## src/rtl/branch_predictor.sv

```systemverilog
// Direct-mapped table of 2-bit saturating counters with execute-stage training and misprediction tracking.
// Optional gshare indexing (PC XOR global history) is enabled by defining BRANCH_PREDICTOR_GSHARE_EN.
module branch_predictor #(
  parameter int INDEX_BITS = 6,
  parameter int COUNT_BITS = 16
) (
  input  logic                  clk,
  input  logic                  rst_n,
  input  logic                  fetch_valid,
  input  logic [31:0]           fetch_pc,
  output logic                  predict_taken,
  output logic [INDEX_BITS-1:0] predict_index,
  input  logic                  resolve_valid,
  input  logic [INDEX_BITS-1:0] resolve_index,
  input  logic                  resolve_predicted,
  input  logic                  resolve_taken,
  output logic                  mispredict,
  output logic [COUNT_BITS-1:0] mispredict_count
);

  localparam int ENTRIES = 2 ** INDEX_BITS;

  logic [1:0]            table_q [ENTRIES];
  logic [INDEX_BITS-1:0] ghr;
  logic                  unused_pc_bits;

  assign unused_pc_bits = ^{fetch_pc[31:INDEX_BITS+2], fetch_pc[1:0]};

`ifdef BRANCH_PREDICTOR_GSHARE_EN
  // History is trained only by resolved branches, so it never needs repair.
  always_ff @(posedge clk or negedge rst_n) begin
    if (!rst_n) begin
      ghr <= '0;
    end else if (resolve_valid) begin
      ghr <= {ghr[INDEX_BITS-2:0], resolve_taken};
    end
  end
`else
  assign ghr = '0;
`endif

  assign predict_index = fetch_pc[INDEX_BITS+1:2] ^ ghr;
  assign predict_taken = fetch_valid & table_q[predict_index][1];

  always_ff @(posedge clk or negedge rst_n) begin
    if (!rst_n) begin
      for (int i = 0; i < ENTRIES; i++) begin
        table_q[i] <= 2'b01;
      end
    end else if (resolve_valid) begin
      if (resolve_taken) begin
        if (table_q[resolve_index] != 2'b11) begin
          table_q[resolve_index] <= table_q[resolve_index] + 2'b01;
        end
      end else begin
        if (table_q[resolve_index] != 2'b00) begin
          table_q[resolve_index] <= table_q[resolve_index] - 2'b01;
        end
      end
    end
  end

  // The prediction carried with the branch is trusted; the table is not re-read here.
  always_ff @(posedge clk or negedge rst_n) begin
    if (!rst_n) begin
      mispredict       <= 1'b0;
      mispredict_count <= '0;
    end else begin
      mispredict <= resolve_valid & (resolve_predicted != resolve_taken);
      if (resolve_valid && (resolve_predicted != resolve_taken) &&
          (mispredict_count != {COUNT_BITS{1'b1}})) begin
        mispredict_count <= mispredict_count + 1'b1;
      end
    end
  end

endmodule

```

## config.mk

```make
export PLATFORM = sky130hd
export DESIGN_NAME = branch_predictor
export DESIGN_NICKNAME = d
export VERILOG_FILES = /design/src/rtl/branch_predictor.sv
export SDC_FILE = /design/constraint.sdc
export NUM_CORES = 1
export LEC_CHECK = 0
export ABC_AREA = 1
export ABC_CLOCK_PERIOD_IN_PS = 6400
export CAP_MARGIN = 20
export CORE_MARGIN = 2
export CORE_UTILIZATION = 38
export DETAILED_ROUTE_END_ITERATION = 10
export PLACE_DENSITY = 0.53
export SLEW_MARGIN = 25
export SYNTH_ARGS = -nofsm -noshare
export SYNTH_HDL_FRONTEND = slang
export SYNTH_SLANG_ARGS = --single-unit
```

## constraint.sdc

```tcl
create_clock -name clk -period 6.4 [get_ports clk]
set_clock_uncertainty 0.1 [all_clocks]
set_input_delay 1.28 -clock clk [delete_from_list [all_inputs] [get_ports clk]]
set_output_delay 1.28 -clock clk [all_outputs]
set_load 0.01 [all_outputs]
```

==> metrics, run 1 <==
status=complete, no violations; Worst Path Required=5.02 ns; Synth Register Bits=145; Antenna Cells=0; Crit-path slowest cell=clkdlybuf4s50_1; Post-Syn Instances=1200; WHS=0.363 ns; Post-CTS Setup Inserts=0; yosys warns=0; Tmin final=5.26 ns; startpoint types=input pin; min-delay worst type=register to register; Syn Std Cell Area=0.00822 mm2; sequential share of the synthesized area=0.451; clock tree sinks=145; initial core utilization=0.389; slowest stage delay, CP=0.56 ns; Syn Nets=1247; Post-DP Area=0.00892 mm2; CTS tree=yes; synthesis-to-layout area growth=16.0%; LEAKAGE=4.33 nW; Final setup viols=0; post-route setup TNS=0 ns; layout cell share with drive strength beyond 1=0.105; global-route wire length before repair=41.7 mm; Max Cap Violations=0; drt pass-1 iters=6; DR WL/cell=17.4 um; critical path, cell by cell=clkdlybuf4s50_1 -> inv_1 -> buf_4 -> nand2_1 -> nand3_1 -> nand3_1 -> nand2_1 -> nand2_1 -> nand3_1 -> nand3b_1 -> a21oi_1 -> clkdlybuf4s50_1; largest fanout on the critical path=19; grt total ovfl=0; Antenna Nets Post-Route=0; Clk Latency, worst-skew pair=0.43 ns; largest net degree at the start of global routing=107; count of input and output buffers=41; part of the cycle the worst path needs=0.821; Placed Cells=1483; Tot Pwr=2.76 mW; vias per cell=5.09; DP Wirelength=16.4 mm; RSZ-0062 raised after global routing=false; Syn Area/Cell=6.85 um2; Clk pin slew, worst setup/hold paths=0.06 ns; Worst Path Buf+Inv=4; fin area=0.00954 mm2; Tot GR Track Use=0.243; pwr dens=289 mW/mm2; area of the die=0.0228 mm2; Netlist cell types=24; Worst Tran Pin Value=0.861 ns; Longest Clk Path Bufs=2; Placer Congestion=0.848; fill count=2182; I/O Pins=68; Core Util, Final=0.451; relative slew slack=0.426; Worst Setup End Kind=output pin; clk root buf=clkbuf_16; Non-Filler Instances=1515; drt total wl=26.3 mm; WS Path Type=input pin to output pin; final hold violation count=0; Final Max Slew Viols=0; CTS Buf Count=17; Max Freq=190 MHz; Residual DRC=0; Top Family by Delay on Critical Path=buffers and inverters; die height=151 um; setup slack at placement=1.10 ns; Nets=1274; H-tree Lvls=4; First DRT Iteration DRCs=630; hold_buf cts=0; Post-CTS Resized=0; Die X=151 um; CORE AREA=0.0212 mm2; maximum ir drop on the vdd rail=0.000175 V; CP arrival=3.88 ns; Rows=53; worst setup margin=1.14 ns; vias in the first global route=7263; initial antenna violation count=0; vias post-DR=7709
synth_stat cells (all sizes together):
cell type | instances | area share
xor2 | 13 | 0.014
o21ai | 86 | 0.052
buf | 31 | 0.022
clkbuf | 24 | 0.011
xnor2 | 3 | 0.0032
a21oi | 14 | 0.0085
nand2 | 487 | 0.22
nor3 | 13 | 0.0079
or2 | 8 | 0.0061
nor2 | 118 | 0.054
dfrtp | 81 | 0.25
nand3b | 2 | 0.0018
dfstp | 64 | 0.20
inv | 110 | 0.050
nand3 | 130 | 0.079
ha | 3 | 0.0046
o211ai | 8 | 0.0073
nand4 | 5 | 0.0038
power by group:
part	leakage (nW)	internal [mW]	switching, mW
registers	1.75	1.09	0.103
clock network	0.291	0.638	0.420
logic	2.29	0.189	0.312
total	4.33	1.92	0.835
final timing paths:
path,end,cells past startpoint,startpoint,slack [ns]
max reg2reg,table_q[29]$_DFFE_PN0P_,22,register,3.30
max,predict_taken,12,fetch_pc[2],1.14
min reg2reg,register,2,register,0.36
max in group asynchronous,async pin,2,rst_n,4.24
min in group asynchronous,mispredict_count[2]$_DFFE_PN0P_,1,rst_n,0.85
min,register,2,register,0.36
worst register-to-register path: stages (launching register included):
cell,delay [ns]
dfstp_2,0.53
nand2_1,0.05
nand2_1,0.11
nand2_1,0.05
nand2_1,0.07
nand2_1,0.05
nand2_1,0.09
nand2_1,0.10
nand2_1,0.17
nor2_4,0.06
nand2_1,0.11
inv_1,0.05
ha_1,0.18
inv_1,0.05
nor2_1,0.03
nor2_1,0.26
inv_1,0.18
nor2_1,0.16
inv_2,0.16
nor2_1,0.18
inv_1,0.10
nand2_1,0.07
o21ai_1,0.06
layout make-up:
cell class	count	area [um2]	area share
Multi-Input combinational cell	890	3860	0.405
Sequential cell	145	3710	0.389
Timing Repair Buffer	63	599	0.0629
Clock buffer	21	460	0.0483
Inverter	110	413	0.0433
Tap cell	275	344	0.0361
Clock inverter	11	153	0.0160
cells in the final DEF, fill, tap and decap left out, drive strengths merged:
cell type,netlist,layout
nand4,5,5
clkdlybuf4s50,0,39
bufinv,0,3
nand2,487,487
inv,110,113
xor2,13,13
dfrtp,81,81
o21ai,86,86
nand3,130,130
nand3b,2,2
xnor2,3,3
nor2,118,118
a21oi,14,14
buf,31,23
ha,3,3
clkinvlp,0,3
o211ai,8,8
dfstp,64,64
nor3,13,13
clkbuf,24,22
or2,8,8
clkinv,0,2
routing by layer:
layer,wire (um),global-route usage
met3,1590,0.0437
met4,447,0.0650
met1,12300,0.349
met2,11900,0.379
met5,0,0
logic make-up after synthesis:
| kind of cell | share of synthesized area |
|---|---|
| xor+xnor | 0.0171 |
| buf+inv | 0.0836 |
| simple gates | 0.375 |
| flops | 0.451 |
| compound gates | 0.0682 |
| fa+ha+maj | 0.00457 |
No activity file was read; power rests on OpenSTA's default activity.
==> inputs of run 2 (changes only) <==
Settings changed: ABC_CLOCK_PERIOD_IN_PS 6400 to 4600, PLACE_DENSITY 0.53 to 0.55.
Clock period 6.4 ns to 4.6 ns, I/O delays scaled along.
==> metrics, run 2 (same netlist as run 1, synthesis figures left out) <==
Nets=1290 (was 1274); global-route wire length before repair=41.1 mm (was 41.7 mm); layout cell share with drive strength beyond 1=0.116 (was 0.105); Antenna Nets Post-Route=0 (unchanged); relative slew slack=0.379 (was 0.426); Final Max Slew Viols=0 (unchanged); CTS Buf Count=17 (unchanged); Placer Congestion=0.888 (was 0.848); vias post-DR=7688 (was 7709); largest net degree at the start of global routing=100 (was 107); vias in the first global route=7360 (was 7263); area of the die=0.0228 mm2 (unchanged); status=complete, no violations (unchanged); maximum ir drop on the vdd rail=0.000298 V (was 0.000175 V); DP Wirelength=16.1 mm (was 16.4 mm); die height=151 um (unchanged); drt total wl=26.0 mm (was 26.3 mm); largest fanout on the critical path=20 (was 19); First DRT Iteration DRCs=818 (was 630); vias per cell=5.02 (was 5.09); min-delay worst type=register to register (unchanged); Clk pin slew, worst setup/hold paths=0.06 ns (about the same); CORE AREA=0.0212 mm2 (unchanged); Antenna Cells=0 (unchanged); hold_buf cts=0 (unchanged); count of input and output buffers=41 (unchanged); initial core utilization=0.389 (unchanged); Worst Tran Pin Value=0.932 ns (was 0.861 ns); Post-CTS Setup Inserts=0 (unchanged); I/O Pins=68 (unchanged); fill count=2171 (was 2182); drt pass-1 iters=6 (unchanged); Tot GR Track Use=0.241 (was 0.243); Placed Cells=1499 (was 1483); Max Cap Violations=0 (unchanged); final hold violation count=0 (unchanged); most frequent cells in the layout=nand2_1, nand3_1, nor2_1, inv_1, dfrtp_1 (unchanged); Longest Clk Path Bufs=2 (unchanged); Tot Pwr=3.69 mW (was 2.76 mW); CTS tree=yes (unchanged); H-tree Lvls=4 (unchanged); fin area=0.00962 mm2 (was 0.00954 mm2); synthesis-to-layout area growth=17.1% (was 16.0%); Max Freq=233 MHz; Rows=53 (unchanged); RSZ-0062 raised after global routing=false (unchanged); initial antenna violation count=0 (unchanged); pwr dens=384 mW/mm2 (was 289 mW/mm2); FF-to-FF path depth=20 (was 22); startpoint types=input pin (unchanged); DR WL/cell=17.0 um (was 17.4 um); part of the cycle the worst path needs=0.933; Residual DRC=0 (unchanged); LEAKAGE=4.40 nW (was 4.33 nW); WS Path Type=input pin to output pin (unchanged); Post-CTS Resized=0 (unchanged); Non-Filler Instances=1531 (was 1515); clock tree sinks=145 (unchanged); clk root buf=clkbuf_16 (unchanged); Final setup viols=0 (unchanged); post-route setup TNS=0 ns (unchanged); worst setup margin=0.310 ns (was 1.14 ns); Worst Path Required=3.58 ns (was 5.02 ns); Min-Delay Path Depth=2 (unchanged); setup slack at placement=0.291 ns (was 1.10 ns); most common cell after layout, fill and taps aside=nand2_1 (unchanged); Post-DP Area=0.00908 mm2 (was 0.00892 mm2); Worst Setup End Kind=output pin (unchanged); Die X=151 um (unchanged); Clk Latency, worst-skew pair=0.44 ns (was 0.43 ns); CP arrival=3.27 ns (was 3.88 ns); Tmin final=4.29 ns; grt total ovfl=0 (unchanged)
run 2: critical path, cell delays in order:
cell             delay [ns]
clkdlybuf4s50_1        0.57
inv_1                  0.14
buf_4                  0.26
nand2_1                0.08
nand3_1                0.07
nand3_1                0.11
nand2_1                0.16
nand2_1                0.07
nand3_1                0.07
nand3b_1               0.12
a21oi_1                0.14
clkdlybuf4s50_1        0.55
run 2: power breakdown:
part,internal (mW),leakage (nW),switching [mW]
combinational,0.268,2.38,0.433
clock,0.743,0.264,0.584
sequential,1.52,1.75,0.145
total,2.53,4.40,1.16
run 2: stage by stage:
stage	util	hold slack [ns]
final	0.455	0.364
after global routing	0.455	0.374
after CTS	0.455	0.368
after detailed placement	0.429	0.356
after global placement	0.429	0.353
after floorplan	-	0.343
run 2: layout make-up:
| class | instances | area, um2 | share of cell area |
|---|---|---|---|
| clock buffer | 19 | 433 | 0.0450 |
| clock inverter | 13 | 113 | 0.0117 |
| inverter | 110 | 413 | 0.0429 |
| multi-input combinational | 890 | 3860 | 0.401 |
| sequential | 145 | 3710 | 0.385 |
| tap | 275 | 344 | 0.0358 |
| timing repair buffer | 79 | 754 | 0.0784 |
run 2: worst paths after layout:
kind,startpoint,endpoint,slack [ns]
setup / recovery,fetch_pc[2],predict_taken,0.31
hold / removal,register,register,0.36
setup reg to reg,register,table_q[107]$_DFFE_PN0P_,1.52
hold reg to reg,register,register,0.36
max in group asynchronous,rst_n,async pin,3.08
min in group asynchronous,rst_n,mispredict_count[3]$_DFFE_PN0P_,0.49
run 2: metal layers:
| metal | global-route usage | vias up | share of wire |
|---|---|---|---|
| met4 | 0.0958 | 0 | 0.029 |
| li1 | - | 3840 | - |
| met1 | 0.336 | 3567 | 0.47 |
| met5 | 0 | - | 0 |
| met2 | 0.376 | 233 | 0.44 |
| met3 | 0.0398 | 48 | 0.055 |
==> inputs of run 3 (changes only) <==
Settings changed: CORE_MARGIN 2 to not set.
==> metrics, run 3 (same netlist as run 1, synthesis figures left out) <==
post-route setup TNS=0 ns (unchanged); Logic pwr share=0.183 (was 0.190); Rows=53 (unchanged); First DRT Iteration DRCs=722 (was 818); FF-to-FF path depth=22 (was 20); vias in the first global route=7900 (was 7360); Clk pin slew, worst setup/hold paths=0.06 ns (about the same); Max Freq=238 MHz (was 233 MHz); clk root buf=clkbuf_16 (unchanged); Tot GR Track Use=0.256 (was 0.241); H-tree Lvls=4 (unchanged); Min-Delay Path Depth=2 (unchanged); layout cell share with drive strength beyond 1=0.127 (was 0.116); maximum ir drop on the vdd rail=0.000242 V (was 0.000298 V); grt total ovfl=0 (unchanged); Residual DRC=0 (unchanged); Placer Congestion=0.829 (was 0.888); CTS Buf Count=17 (unchanged); CORE AREA=0.0211 mm2 (was 0.0212 mm2); vias post-DR=7917 (was 7688); hold_buf cts=0 (unchanged); Worst Path Required=3.58 ns (about the same); RSZ-0062 raised after global routing=false (unchanged); drt total wl=26.7 mm (was 26.0 mm); startpoint types=input pin (unchanged); Final Max Slew Viols=0 (unchanged); worst setup margin=0.406 ns (was 0.310 ns); Worst Setup End Kind=output pin (unchanged); Tmin final=4.19 ns (was 4.29 ns); initial core utilization=0.390 (was 0.389); Switch Pwr=1.18 mW (was 1.16 mW); LEAKAGE=4.54 nW (was 4.40 nW); R2R Path End=table_q[121]$_DFFE_PN0P_ (was table_q[107]$_DFFE_PN0P_); initial antenna violation count=0 (unchanged); largest net degree at the start of global routing=87 (was 100); global-route wire length before repair=42.8 mm (was 41.1 mm); area of the die=0.0222 mm2 (was 0.0228 mm2); CTS tree=yes (unchanged); die height=149 um (was 151 um); most frequent cells in the layout=nand2_1, nand3_1, nor2_1, inv_1, dfrtp_1 (unchanged); drt pass-1 iters=6 (unchanged); count of input and output buffers=41 (unchanged); DR WL/cell=17.3 um (was 17.0 um); Worst R2R Start=table_q[101]$_DFFE_PN0P_; min-delay worst type=register to register (unchanged); r2r setup slk=1.61 ns (was 1.52 ns); synthesis-to-layout area growth=20.3% (was 17.1%); DP Wirelength=16.8 mm (was 16.1 mm); vias per cell=5.12 (was 5.02); Antenna Cells=0 (unchanged); CP arrival=3.17 ns (was 3.27 ns); Max Cap Violations=0 (unchanged); power share of the clock group=0.402 (was 0.359); fill count=2149 (was 2171); Final setup viols=0 (unchanged); cell-internal power=2.83 mW (was 2.53 mW); most common cell after layout, fill and taps aside=nand2_1 (unchanged); clock tree sinks=145 (unchanged); Longest Clk Path Bufs=2 (unchanged); Die X=149 um (was 151 um); Nets=1307 (was 1290); Clk Latency, worst-skew pair=0.44 ns (about the same); relative slew slack=0.435 (was 0.379); part of the power in registers=0.416 (was 0.451); Antenna Nets Post-Route=0 (unchanged); part of the cycle the worst path needs=0.912 (was 0.933); Worst Tran Pin Value=0.847 ns (was 0.932 ns); final hold violation count=0 (unchanged); I/O Pins=68 (unchanged); largest fanout on the critical path=16 (was 20); WS Path Type=input pin to output pin (unchanged); setup slack at placement=-0.0240 ns (was 0.291 ns); Sw Ratio=0.295 (was 0.315); pwr dens=406 mW/mm2 (was 384 mW/mm2); status=complete, no violations (unchanged)
## run 3: changes by cell type in the layout (fill, tap and decap cells not counted)
| cell | before | now |
|---|---|---|
| buf_4 | 33 | 49 |
| bufinv_16 | 1 | 6 |
| clkinv_2 | 5 | 0 |
| clkinvlp_4 | 3 | 1 |
| buf_12 | 5 | 6 |
| clkinv_4 | 1 | 2 |
| nor2_2 | 1 | 0 |
| nor2_4 | 2 | 3 |
## run 3: final cells by class
cell class | instances | area, um2 | area share
inverter | 110 | 413 | 0.0418
clock buffer | 19 | 433 | 0.0438
tap | 275 | 344 | 0.0348
multi-input combinational | 890 | 3860 | 0.391
clock inverter | 12 | 231 | 0.0234
sequential | 145 | 3710 | 0.375
timing repair buffer | 96 | 895 | 0.0905
## run 3: worst max-delay path by stage
stage,slack [ns],from,end,depth (start not counted)
after floorplan,1.16,resolve_index[0],table_q[97]$_DFFE_PN0P_,19
after global placement,-0.02,resolve_index[2],table_q[25]$_DFFE_PN0P_,25
after detailed placement,-0.02,resolve_index[2],table_q[121]$_DFFE_PN0P_,25
after CTS,0.37,resolve_index[2],table_q[121]$_DFFE_PN0P_,25
after global routing,0.18,resolve_index[1],table_q[121]$_DFFE_PN0P_,25
final,0.41,fetch_pc[3],predict_taken,10
## run 3: stage by stage
stage	std cells	instance area (um2)	total power, mW	hold slack, ns	utilization
2_1_floorplan	1200	8220	2.08	0.343	-
5_1_grt	1547	9890	4.20	0.376	0.469
3_5_place_dp	1516	9220	2.41	0.356	0.437
6_report	1547	9890	4.01	0.365	0.469
4_1_cts	1547	9880	4.03	0.367	0.469
3_3_place_gp	1516	9220	2.40	0.354	0.437
## run 3: routing by layer
layer	track usage	wire (um)
met2	0.422	12600
met3	0.0440	1570
met4	0.0908	748
met5	0	0
met1	0.338	11900
## run 3: repair_timing
item,CTS,global route
buffers inserted,0,0
resized for setup,0,1
endpoints found under the setup margin,0,1
## run 3: worst max-delay path: stages
cell and delay, ns:
clkdlybuf4s50_1 0.48, inv_1 0.34, nand3_1 0.21, nand3_1 0.12
nand2_1 0.18, nand2_1 0.07, nand3_1 0.07, nand3_1 0.07
a21oi_1 0.16, clkdlybuf4s50_1 0.55
## run 3: power groups by stage
stage	clock [mW]	sequential, mW	combinational (mW)
2_1_floorplan	0	1.65	0.426
3_3_place_gp	0	1.68	0.723
3_5_place_dp	0	1.68	0.734
4_1_cts	1.63	1.66	0.738
5_1_grt	1.69	1.69	0.822
6_report	1.61	1.67	0.734
